File: config.mk
export PLATFORM = sky130hd
export DESIGN_NAME = uart_frame_tx
export DESIGN_NICKNAME = d
export VERILOG_FILES = /design/src/rtl/uart_frame_tx.sv
export SDC_FILE = /design/constraint.sdc
export NUM_CORES = 1
export LEC_CHECK = 0
export CORE_AREA = 2 2 84 86
export CTS_CLUSTER_DIAMETER = 150
export DETAILED_ROUTE_END_ITERATION = 6
export DIE_AREA = 0 0 86 88
export DONT_BUFFER_PORTS = 1
export PLACE_DENSITY_LB_ADDON = 0.08
export SYNTH_ARGS = -nofsm -noshare
export SYNTH_HDL_FRONTEND = slang
export SYNTH_SLANG_ARGS = --single-unit
File: constraint.sdc
create_clock -name clk -period 4 [get_ports clk]
set_input_delay 0.8 -clock clk [delete_from_list [all_inputs] [get_ports clk]]
set_output_delay 0.8 -clock clk [all_outputs]
set_load 0.02 [all_outputs]
File: src/rtl/uart_frame_tx.sv
// Transmit side of the 4-byte UART frame link. It serialises one 32-bit word as four
// back-to-back characters, byte 0 first, each sent LSB-first with optional parity.
module uart_frame_tx #(
    parameter int BAUD_DIV  = 5208,
    parameter int STOP_BITS = 1
) (
    input  logic        clk,
    input  logic        rst_n,
    input  logic        parity_en,
    input  logic        parity_kind,
    input  logic        start,
    input  logic [31:0] data_in,
    output logic        txd,
    output logic        busy,
    output logic        byte_done,
    output logic        done
);

    // Any STOP_BITS value other than 2 gives one stop bit.
    localparam int STOPS = (STOP_BITS == 2) ? 2 : 1;
    localparam int TW    = $clog2(BAUD_DIV);
    localparam logic [TW-1:0] TMAX = TW'(BAUD_DIV - 1);

    typedef enum logic [2:0] {IDLE, START, DATA, PARITY, STOP} state_t;

    state_t      state, state_n;
    logic [TW-1:0] timer, timer_n;
    logic [2:0]  bit_idx, bit_idx_n;
    logic [1:0]  byte_idx, byte_idx_n;
    logic        stop_idx, stop_idx_n;
    logic [31:0] word, word_n;
    logic        par_en, par_en_n;
    logic        par_kind, par_kind_n;
    logic        txd_n, busy_n, byte_done_n, done_n;

    logic [7:0]  cur_byte;
    logic [2:0]  nxt_idx;
    logic        parity_bit;
    logic        tick;

    always_comb begin
        cur_byte   = word[{byte_idx, 3'b000} +: 8];
        nxt_idx    = bit_idx + 3'd1;
        parity_bit = par_kind ? ~^cur_byte : ^cur_byte;
        tick       = (timer == TMAX);

        state_n     = state;
        timer_n     = timer + 1'b1;
        bit_idx_n   = bit_idx;
        byte_idx_n  = byte_idx;
        stop_idx_n  = stop_idx;
        word_n      = word;
        par_en_n    = par_en;
        par_kind_n  = par_kind;
        txd_n       = txd;
        busy_n      = busy;
        byte_done_n = 1'b0;
        done_n      = 1'b0;

        // Each branch loads txd with the value of the bit that starts on the same edge.
        case (state)
            IDLE: begin
                timer_n = '0;
                txd_n   = 1'b1;
                if (start) begin
                    word_n     = data_in;
                    par_en_n   = parity_en;
                    par_kind_n = parity_kind;
                    byte_idx_n = 2'd0;
                    state_n    = START;
                    busy_n     = 1'b1;
                    txd_n      = 1'b0;
                end
            end
            START: begin
                if (tick) begin
                    timer_n   = '0;
                    bit_idx_n = 3'd0;
                    state_n   = DATA;
                    txd_n     = cur_byte[0];
                end
            end
            DATA: begin
                if (tick) begin
                    timer_n = '0;
                    if (bit_idx == 3'd7) begin
                        stop_idx_n = 1'b0;
                        if (par_en) begin
                            state_n = PARITY;
                            txd_n   = parity_bit;
                        end else begin
                            state_n = STOP;
                            txd_n   = 1'b1;
                        end
                    end else begin
                        bit_idx_n = nxt_idx;
                        txd_n     = cur_byte[nxt_idx];
                    end
                end
            end
            PARITY: begin
                if (tick) begin
                    timer_n    = '0;
                    stop_idx_n = 1'b0;
                    state_n    = STOP;
                    txd_n      = 1'b1;
                end
            end
            STOP: begin
                if (tick) begin
                    timer_n = '0;
                    if (stop_idx == 1'(STOPS - 1)) begin
                        byte_done_n = 1'b1;
                        if (byte_idx == 2'd3) begin
                            state_n = IDLE;
                            busy_n  = 1'b0;
                            done_n  = 1'b1;
                            txd_n   = 1'b1;
                        end else begin
                            byte_idx_n = byte_idx + 2'd1;
                            state_n    = START;
                            txd_n      = 1'b0;
                        end
                    end else begin
                        stop_idx_n = 1'b1;
                    end
                end
            end
            default: begin
                state_n = IDLE;
                timer_n = '0;
                busy_n  = 1'b0;
                txd_n   = 1'b1;
            end
        endcase
    end

    always_ff @(posedge clk) begin
        if (!rst_n) begin
            state     <= IDLE;
            timer     <= '0;
            bit_idx   <= 3'd0;
            byte_idx  <= 2'd0;
            stop_idx  <= 1'b0;
            word      <= '0;
            par_en    <= 1'b0;
            par_kind  <= 1'b0;
            txd       <= 1'b1;
            busy      <= 1'b0;
            byte_done <= 1'b0;
            done      <= 1'b0;
        end else begin
            state     <= state_n;
            timer     <= timer_n;
            bit_idx   <= bit_idx_n;
            byte_idx  <= byte_idx_n;
            stop_idx  <= stop_idx_n;
            word      <= word_n;
            par_en    <= par_en_n;
            par_kind  <= par_kind_n;
            txd       <= txd_n;
            busy      <= busy_n;
            byte_done <= byte_done_n;
            done      <= done_n;
        end
    end

endmodule
Word level (Yosys, flattened, before mapping)
Cells that the tools add are included.

ROM bits: 0. Flip-flop bits (word level): 60. Output and inout port bits: 4. Input bits: 37. Memories kept: 0. Latch bits: 0. Word-level logic and storage cells: 101. RAM bits: 0.

Divide/modulo/power cells: 0. Reduce and logical (&&, ||, !) cells: 18. Shift-type cells: 1. $add $sub $neg: 3. Multiply operators: 0. Multiplexer cells: 44. Order comparisons: 1. Equality and inequality tests: 17. Bitwise operators: 5.

Operator list (number): $mux W3 (11); $shiftx A32 B6 Y8 (1); $mux W1 (22); $ne A2 B2 Y1 const B (10); $reduce_and A5 Y1 (4); $pmux W3 S5 (1); $add A13 B1 Y13 const B (1); $eq A13 B13 Y1 const B (1); $mux W2 (4); $reduce_or A4 Y1 (2); $reduce_xnor A8 Y1 (1); $reduce_xor A8 Y1 (1); $reduce_and A7 Y1 (1); $eq A3 B2 Y1 const B (2); $eq A3 B3 Y1 const B (2); $pmux W1 S3 (2); $pmux W3 S2 (1); $reduce_or A3 Y1 (2); $not A1 Y1 (5); $pmux W1 S5 (1); $lt A3 B4 Y1 const B (1); $pmux W2 S2 (1); $reduce_and A4 Y1 (1); $reduce_bool A2 Y1 (2); other kinds (9) (9).

Longest topological paths before layout
Gate-level depths: netlist (run 1).

Depth after elaboration: 7. Mapped depth: 7. Depth with buffers taken out: 7.

Least setup slack after synthesis (run 1)
OpenSTA, ideal clock, no wires.

Path kind: register to register. From: register timer[9]. To: register bit_idx[0]. Path buffers: 0. Cell stages (with the launch flop): 6. Period minus slack after synthesis: 2.270 ns. Arrival time: 2.200 ns. Data required time: 3.930 ns. Setup time: 0.070 ns. Slack: 1.730 ns. Cells stage by stage: dfxtp_1 or4b_4 or4_4 or3_4 or3_1 a21boi_1.

Cells in the longest elaborated chain, start to end: 3. Elaborated cells between the ends (all ways): 4. Those cells by class: eq/ne: 3; reduce/logical: 1.

RTL lines: start: declaration (RTL line 27) `logic [TW-1:0] timer, timer_n;`; start signal: assignment (RTL line 154) `timer <= timer_n;`; $eq A13 B13 Y1 (*) (RTL line 45) `tick = (timer == TMAX);`; $ne A2 B2 Y1 (no source line); $reduce_and A4 Y1 (no source line) (*); end signal: assignment (RTL line 155) `bit_idx <= bit_idx_n;`; end: declaration (RTL line 28) `logic [2:0] bit_idx, bit_idx_n;`.

Every way passes the cells marked *; elsewhere a longest branch is shown, timed or not. A chain may end at the register's enable or synchronous reset.

Worst setup path after layout (run 1)
From: register byte_idx[0]. To: register txd.

Cells in the longest elaborated chain, start to end: 7. Elaborated cells between the ends (all ways): 15. Those cells by class: eq/ne: 1; shift: 1; mux: 11; reduce/logical: 2.

RTL lines: start: declaration (RTL line 29) `logic [1:0] byte_idx, byte_idx_n;`; start signal: assignment (RTL line 156) `byte_idx <= byte_idx_n;`; $shiftx A32 B6 Y8 (RTL line 42) `cur_byte = word[{byte_idx, 3'b000} +: 8];`; $reduce_xor A8 Y1 / $reduce_xnor A8 Y1 (equally long branches) (RTL line 44) `parity_bit = par_kind ? ~^cur_byte : ^cur_byte;`; $mux W1 (RTL line 44); $mux W1 (RTL line 88) `if (par_en) begin`; $mux W1 (RTL line 86) `if (bit_idx == 3'd7) begin`; $mux W1 (RTL line 84) `if (tick) begin`; $pmux W1 S5 (*) (RTL line 61) `case (state)`; end signal: assignment (RTL line 161) `txd <= txd_n;`; end: declaration (RTL line 13) `output logic txd,`.

Every way passes the cells marked *; elsewhere a longest branch is shown, timed or not. The select of a mux whose other input is x is not followed.

==> flow_metrics.py, run 1 <==
metrics = {
    "status": {
        "status": "completed",
    },
    "cts": {
        "clock_latency_ns": 0.34,
        "postCtsSetupBuffers": 0,
        "cts-buffers-inserted": 9,
        "clockBufferDepth": 2,
        "clockRootBuffer": "clkbuf_8",
        "postCtsHoldBufs": 0,
        "cts.sinks": 59,
        "cts_tree": "done",
        "cts-resized-gates": 0,
        "clk_pin_slew_ns": 0.07,
        "h-tree-depth": 3,
    },
    "die": {
        "die-area_sq_um": 7570,
        "std_cell_rows": 30,
        "start_util_pct": 44.4,
        "io_pins": 41,
        "die-height_um": 88,
        "core_sq_um": 6640,
        "die_w_um": 86,
    },
    "power_and_ir_drop": {
        "p_seq_share_pct": 49.1,
        "p_switching_mw": 0.340,
        "power.static_leakage_nw": 1.07,
        "power.density_nw_per_um2": 421,
        "power.internal_mw": 0.995,
        "p_clk_share_pct": 40.3,
        "swShare_pct": 25.5,
        "combPwrFrac_pct": 10.6,
        "ir_drop_mv": 0.224,
    },
    "route": {
        "post_drt_wl_per_cell_um": 16.0,
        "antenna_left": 0,
        "drtIter0Drc": 140,
        "viasPerCell": 5.54,
        "dr.pass1.iters": 4,
        "routed_wl_um": 6470,
        "drc": 0,
        "num_vias": 2242,
    },
    "setup_path": {
        "cp.required_ns": 4.26,
        "cp-start-kind": "flop",
        "end_kind": "flop",
        "path_cells": "mux4_2, xnor2_1, xnor2_1, xnor3_1, a21o_1, a31oi_1",
        "crit_type": "flop to flop",
        "arrival_ns": 2.69,
        "critPathSlowestCell": "dfxtp_1",
        "slowest_delay_ns": 0.72,
        "cp.buffers_inverters": 0,
        "cpMostUsedCell": "xnor2_1",
        "crit_fanout": 12,
        "path_delay_family": "flip-flops",
    },
    "synth": {
        "ys_warn_count": 0,
        "synthesis.nets": 369,
        "synthFlopType": "dfxtp_1",
        "syn_area_sq_um": 2950,
        "synth_cell_type_count": 43,
        "ys_seq_elements": 59,
        "yosysSeqAreaShare_pct": 40.1,
        "synth_edf_count": 0,
        "async_flop_share_pct": 0,
        "synth_cells": 328,
        "syn_area_per_cell_sq_um": 8.98,
    },
    "sta": {
        "period_share_pct": 60.6,
        "worstMarginPinSlew_ns": 1.24,
        "rsz0062_at_grt": "false",
        "setup_violations": 0,
        "drv_slew": 0,
        "hold_viol": 0,
        "skew_ns": 0.0106,
        "fin_setup_tns_ns": 0,
        "setup_slack_ns": 1.58,
        "max-slew-margin-rel_pct": 17.5,
        "finalCriticalPeriod_ns": 2.42,
        "fmaxAchievable_mhz": 412,
    },
    "finish": {
        "final_core_util_pct": 47.7,
        "layout_commonest_cell": "nand2_1",
        "fin_area_sq_um": 3170,
        "fill_cells": 664,
        "diodes": 0,
        "multiInputGateArea_sq_um": 1680,
        "final-seq-area_sq_um": 1180,
        "area_growth_syn_to_layout_pct": 7.64,
        "nets": 361,
        "drive_gt1_share_pct": 11.7,
        "mostFrequentLayoutCells": "nand2_1 (79), dfxtp_1 (59), a21boi_0 (37), nor2_1 (23), mux4_2 (14)",
    },
    "grt": {
        "grt_pass1_wl_um": 10700,
        "grt_overflow": 0,
        "grt_pass1_vias": 2136,
        "antenna_found_initial": 0,
        "grt_max_degree": 47,
        "grt_use_total_pct": 18.3,
    },
    "run": {
        "cap_violations": 0,
    },
    "place": {
        "port_buffers": 0,
        "place_ws_ns": 1.55,
        "dpl_cell_area_sq_um": 2980,
        "gp_congestion": 0.797,
        "dp_hpwl_um": 4490,
    },
    "worst_hold_path": {
        "hp-class": "flop to flop",
    },
}
-- sequential cells by signal (all words and copies together), names as in the netlist --
register   count
done           1
word          32
state          3
par_kind       1
busy           1
txd            1
bit_idx        3
par_en         1
byte_done      1
timer         13
byte_idx       2
-- metal layers --
layer	routed length, um	global-route usage (%)	part of all wire (%)	up-vias
met5	0	0	0	-
met4	86	6.64	1.3	0
met3	305	5.28	4.7	8
met2	2800	27.0	43	51
met1	3270	25.6	51	1058
li1	-	-	-	1125
-- logic make-up (layout without fill, tap and decap cells) --
group | count (synthesis) | after routing | synth area share [%]
flops | 59 | 59 | 40.1
simple gates | 142 | 142 | 21.7
buf+inv | 23 | 20 | 3.01
mux | 19 | 19 | 12.5
xor+xnor | 19 | 19 | 6.11
fa+ha+maj | 4 | 4 | 1.70
compound gates | 62 | 62 | 14.8
-- stage by stage --
| stage | hold slack, ns | std cells | total power, mW |
|---|---|---|---|
| floorplan | 0.413 | 328 | 0.782 |
| global placement | 0.428 | 389 | 0.810 |
| detailed placement | 0.432 | 389 | 0.812 |
| CTS | 0.443 | 405 | 1.35 |
| global route | 0.461 | 405 | 1.40 |
| finish | 0.448 | 405 | 1.33 |
-- area by class of cell --
type                       count  share of cell area [%]
clock inverter                 4                    1.58
clock buffer                  12                    4.58
timing repair buffer           1                   0.237
sequential                    59                    37.2
multi-input combinational    246                    52.9
tap                           80                    3.16
inverter                       3                   0.355
-- path summary, 6_finish.rpt --
path	start	slack [ns]	depth (start not counted)	to
worst min register to register	timer[0]	0.45	1	timer[0]
worst min-delay path	timer[0]	0.45	1	timer[0]
worst max-delay path	byte_idx[0]	1.58	6	txd
worst max register to register	byte_idx[0]	1.58	6	txd
-- power by group through the flow --
stage	combinational [mW]	clock, mW	sequential [mW]
global route	0.160	0.576	0.659
global placement	0.142	0	0.668
floorplan	0.130	0	0.652
CTS	0.144	0.555	0.655
detailed placement	0.144	0	0.668
finish	0.142	0.538	0.655
-- Yosys cell counts (all sizes together), types with 4 or more instances --
master,instances,area [sq um]
ha,4,50.1
o21a,4,30.0
xnor2,13,114
and3,4,26.3
xor2,5,43.8
nand3,10,50.1
mux4,14,315
o21ai,5,25.0
dfxtp,59,1180
nand2,79,297
nor2,23,86.3
a21oi,8,40.0
clkbuf,17,63.8
and2,4,27.5
nor3,6,30.0
a21boi,38,285
or3,4,30.0
Note: power is estimated with default switching activity, not from simulation.
==> run 2, diff against run 1 <==
Clock period 4 ns to 2.2 ns, I/O delays scaled along.
==> run 2 against run 1 <==
  * The run now ends with setup timing left
  * Via count rose by 2.9%
  * Die area did not move
  * First-iteration DRC count fell by 25%
  * Fmax rose by 7.8%
  * Critical path depth fell by 1
  * Clock skew rose by 0.0010 ns
  * Hold slack got worse by 0.22 ns
  * Critical path type unchanged
==> flow_metrics.py, run 2 (synthesis results as in run 1) <==
metrics = {
    "status": {
        "status": "complete, but fails checks",
        "violations": "setup timing",
    },
    "setup_path": {
        "arrival_ns": 2.51,
        "cp-startpoint": "timer[5]",
        "crit_type": "flop to flop",
        "worstReg2RegStart": "timer[5]",
        "critPathSlowestCell": "or4_4",
        "path_cells": "or4b_4, or4_4, or3_4, or3_1, a21boi_1",
        "slowest_delay_ns": 0.55,
        "crit_fanout": 5,
        "timing.reg2reg.setup_slack_ns": -0.05,
        "path_delay_family": "simple AND/OR/NAND/NOR gates",
        "end_kind": "flop",
        "cp.required_ns": 2.47,
        "cp.buffers_inverters": 0,
        "cp-start-kind": "flop",
    },
    "power_and_ir_drop": {
        "power.internal_mw": 1.68,
        "p_switching_mw": 0.619,
        "p_seq_share_pct": 51.7,
        "swShare_pct": 26.9,
        "combPwrFrac_pct": 12.7,
        "power.density_nw_per_um2": 665,
        "power.static_leakage_nw": 1.23,
        "ir_drop_mv": 0.371,
        "p_clk_share_pct": 35.6,
        "finalPower_mw": 2.30,
    },
    "cts": {
        "clock_latency_ns": 0.33,
        "cts-buffers-inserted": 9,
        "clockRootBuffer": "clkbuf_8",
        "clk_pin_slew_ns": 0.07,
        "h-tree-depth": 3,
        "postCtsHoldBufs": 0,
        "cts_tree": "done",
        "cts.sinks": 59,
        "clockBufferDepth": 2,
    },
    "finish": {
        "top_regs": "word: 32 flops, timer: 13 flops",
        "diodes": 0,
        "area_growth_syn_to_layout_pct": 17.4,
        "mostFrequentLayoutCells": "nand2_1 (78), dfxtp_1 (57), a21boi_0 (36), nor2_1 (22), buf_4 (21)",
        "nets": 387,
        "drive_gt1_share_pct": 21.1,
        "largest_register": "word",
        "largest_reg_flops": 32,
        "layout_commonest_cell": "nand2_1",
    },
    "route": {
        "antenna_left": 0,
        "drc": 0,
        "num_vias": 2308,
        "drtIter0Drc": 105,
        "viasPerCell": 5.35,
        "post_drt_wl_per_cell_um": 15.2,
        "dr.pass1.iters": 4,
        "routed_wl_um": 6550,
    },
    "place": {
        "place_ws_ns": -0.0569,
        "gp_congestion": 0.820,
        "port_buffers": 0,
        "dp_hpwl_um": 4560,
    },
    "sta": {
        "drv_slew": 0,
        "fmaxAchievable_mhz": 445,
        "worstMarginPinSlew_ns": 0.648,
        "max-slew-margin-rel_pct": 56.6,
        "period_share_pct": 102,
        "hold_viol": 0,
        "finalCriticalPeriod_ns": 2.25,
        "setup_violations": 3,
        "setup_slack_ns": -0.0490,
        "skew_ns": 0.0116,
        "rsz0062_at_grt": "true",
    },
    "die": {
        "die-area_sq_um": 7570,
        "std_cell_rows": 30,
        "io_pins": 41,
        "start_util_pct": 44.4,
        "core_sq_um": 6640,
        "die_w_um": 86,
        "die-height_um": 88,
    },
    "grt": {
        "antenna_found_initial": 0,
        "grt_use_total_pct": 18.7,
        "grt_max_degree": 47,
        "grt_pass1_vias": 2144,
        "grt_overflow": 0,
        "grt_pass1_wl_um": 10900,
    },
    "run": {
        "cap_violations": 0,
    },
    "worst_hold_path": {
        "hp-class": "input port to flop",
        "hp-start": "rst_n",
    },
}
run 2: cell count changes in the layout (fill, tap and decap cells not counted), sizes merged:
cell	delta
clkinv	+2
buf	+25
bufinv	-1
run 2: final timing paths:
check | end | depth (start not counted)
max | bit_idx[0] | 5
min | busy | 1
max reg2reg | bit_idx[0] | 5
min reg2reg | timer[0] | 1
run 2: routing by layer:
layer / track usage, % / routed length, um
met5: 0 / 0
met4: 8.37 / 70
met3: 3.96 / 262
met2: 25.2 / 2760
met1: 28.3 / 3460
run 2: final cells by class:
cell class,instances,area (sq um)
clock inverters,5,30.0
fillers,644,3180
multi-input cells,246,1730
repair buffers,27,274
clock buffers,11,131
flip-flops and latches,59,1190
well taps,80,100
inverters,3,11.3
run 2: power by group through the flow:
stage | Clock (mW) | Sequential [mW] | Combinational, mW
5_1_grt | 0.906 | 1.20 | 0.329
6_report | 0.821 | 1.19 | 0.292
2_1_floorplan | 0 | 1.18 | 0.236
4_1_cts | 0.851 | 1.19 | 0.283
3_5_place_dp | 0 | 1.21 | 0.282
3_3_place_gp | 0 | 1.21 | 0.279
run 2: metrics by stage:
stage / setup TNS (ns) / cell area, sq um / cells / hold WS, ns / util (%)
6_report: -0.115 / 3460 / 431 / 0.228 / 52.1
5_1_grt: -0.373 / 3460 / 431 / 0.207 / 52.1
4_1_cts: -0.132 / 3340 / 424 / 0.211 / 50.3
3_5_place_dp: -0.176 / 3160 / 407 / 0.435 / 47.6
3_3_place_gp: -0.0428 / 3160 / 407 / 0.428 / 47.6
2_1_floorplan: -0.103 / 2950 / 328 / 0.413 / -
run 2: repair_timing:
action	in CTS	in global routing
buffers inserted	1	6
pin swaps	0	7
gates cloned	0	1
resized for setup	3	14
endpoints found under the setup margin	4	19
==> run 3, diff against run 2 <==
Settings changed: CAP_MARGIN set to 20, CTS_BUF_LIST set to sky130_fd_sc_hd__clkbuf_4 sky130_fd_sc_hd__clkbuf_8 sky130_fd_sc_hd__clkbuf_16.
==> run 3 against run 2 <==
  * The run still ends with setup timing left
  * Via count hardly changed
  * Power is 1.2% higher
  * Largest cell class unchanged
  * Clock power rose by 3.3%
==> flow_metrics.py, run 3 (synthesis results as in run 1) <==
metrics = {
    "sta": {
        "drv_slew": 0,
        "fmaxAchievable_mhz": 444,
        "rsz0062_at_grt": "true",
        "hold_viol": 0,
        "setup_violations": 3,
        "finalCriticalPeriod_ns": 2.25,
        "worstMarginPinSlew_ns": 0.641,
        "fin_setup_tns_ns": -0.127,
        "period_share_pct": 102,
        "max-slew-margin-rel_pct": 57.1,
        "setup_slack_ns": -0.0535,
        "hold_ws_ns": 0.228,
        "skew_ns": 0.0117,
    },
    "cts": {
        "cts_tree": "done",
        "clockBufferDepth": 2,
        "clk_pin_slew_ns": 0.07,
        "postCtsHoldBufs": 0,
        "h-tree-depth": 3,
        "cts-buffers-inserted": 9,
        "clockRootBuffer": "clkbuf_8",
        "cts.sinks": 59,
        "clock_latency_ns": 0.33,
    },
    "power_and_ir_drop": {
        "power.static_leakage_nw": 1.24,
        "power.density_nw_per_um2": 672,
        "ir_drop_mv": 0.313,
    },
    "finish": {
        "final-seq-area_sq_um": 1190,
        "nets": 387,
        "multiInputGateArea_sq_um": 1730,
        "layout.cells.non_filler": 431,
        "area_growth_syn_to_layout_pct": 17.7,
        "mostFrequentLayoutCells": "nand2_1 (78), dfxtp_1 (57), a21boi_0 (36), nor2_1 (22), buf_4 (21)",
        "layout_commonest_cell": "nand2_1",
        "diodes": 0,
        "largest_register": "word",
        "top_regs": "word: 32 flops, timer: 13 flops",
        "fill_cells": 643,
        "final_core_util_pct": 52.2,
        "largest_reg_flops": 32,
        "drive_gt1_share_pct": 21.7,
    },
    "die": {
        "io_pins": 41,
        "die-height_um": 88,
        "std_cell_rows": 30,
        "die_w_um": 86,
        "die-area_sq_um": 7570,
        "start_util_pct": 44.4,
        "core_sq_um": 6640,
    },
    "grt": {
        "grt_overflow": 0,
        "grt_pass1_wl_um": 11000,
        "grt_pass1_vias": 2149,
        "grt_max_degree": 47,
        "grt_use_total_pct": 18.7,
        "antenna_found_initial": 0,
    },
    "status": {
        "violations": "setup timing",
        "status": "complete, but fails checks",
    },
    "setup_path": {
        "slowest_delay_ns": 0.55,
        "crit_type": "flop to flop",
        "critPathSlowestCell": "or4_4",
        "cp-start-kind": "flop",
        "arrival_ns": 2.52,
        "crit_fanout": 5,
        "end_kind": "flop",
        "path_delay_family": "simple AND/OR/NAND/NOR gates",
        "path_cells": "or4b_4, or4_4, or3_4, or3_1, a21boi_1",
        "cp.buffers_inverters": 0,
        "cp.required_ns": 2.47,
    },
    "worst_hold_path": {
        "hp-class": "input port to flop",
    },
    "place": {
        "placedCellCount": 407,
        "gp_congestion": 0.820,
        "port_buffers": 0,
        "dp_hpwl_um": 4560,
    },
    "route": {
        "antenna_left": 0,
        "num_vias": 2310,
        "dr.pass1.iters": 4,
        "routed_wl_um": 6560,
        "viasPerCell": 5.36,
        "drtIter0Drc": 95,
        "post_drt_wl_per_cell_um": 15.2,
        "drc": 0,
    },
    "run": {
        "cap_violations": 0,
    },
}
==> run 3: path summary, 6_finish.rpt <==
check                           slack, ns          to  depth (start not counted)     start
worst max-delay path                -0.05  bit_idx[0]                          5  timer[5]
worst min-delay path                 0.23        busy                          1     rst_n
worst max register to register      -0.05  bit_idx[0]                          5  timer[5]
worst min register to register       0.45    timer[0]                          1  timer[0]
==> run 3: stage by stage <==
step	power (mW)	worst slack, ns	cell area [sq um]
2_1_floorplan	1.42	-0.0384	2950
3_3_place_gp	1.49	-0.0169	3160
3_5_place_dp	1.50	-0.0569	3160
4_1_cts	2.35	-0.0585	3350
5_1_grt	2.46	-0.127	3470
6_report	2.33	-0.0535	3470
==> run 3: worst reg2reg max path, stage by stage (launching register included) <==
cell and delay (ns):
dfxtp_2 0.32, or4b_4 0.53, or4_4 0.55, or3_4 0.36, or3_1 0.31, a21boi_1 0.12
==> run 3: final cells by class <==
cell class                      instances  share of cell area, %
Multi-Input combinational cell        246                   49.8
Sequential cell                        59                   34.2
Timing Repair Buffer                   27                   7.90
Clock buffer                           11                   4.01
Tap cell                               80                   2.89
Clock inverter                          5                  0.866
Inverter                                3                  0.325
==> run 3: metal layers <==
layer	share of wire, %	track usage (%)	vias to the layer above
met5	0	0	-
met4	1.7	8.37	0
met3	4.2	3.96	9
met2	42	25.2	49
met1	53	28.4	1070
li1	-	-	1182
==> run 3: repair_timing <==
action,in CTS,in global routing
buffers inserted,1,6
cloned,0,1
gates resized for setup,3,14
endpoints found under the setup margin,4,19
pin swaps,0,7
==> run 3: where the power goes <==
group | switching, mW | total (mW) | internal (mW)
Sequential | 0.0631 | 1.19 | 1.13
Clock | 0.421 | 0.848 | 0.427
Combinational | 0.138 | 0.292 | 0.154
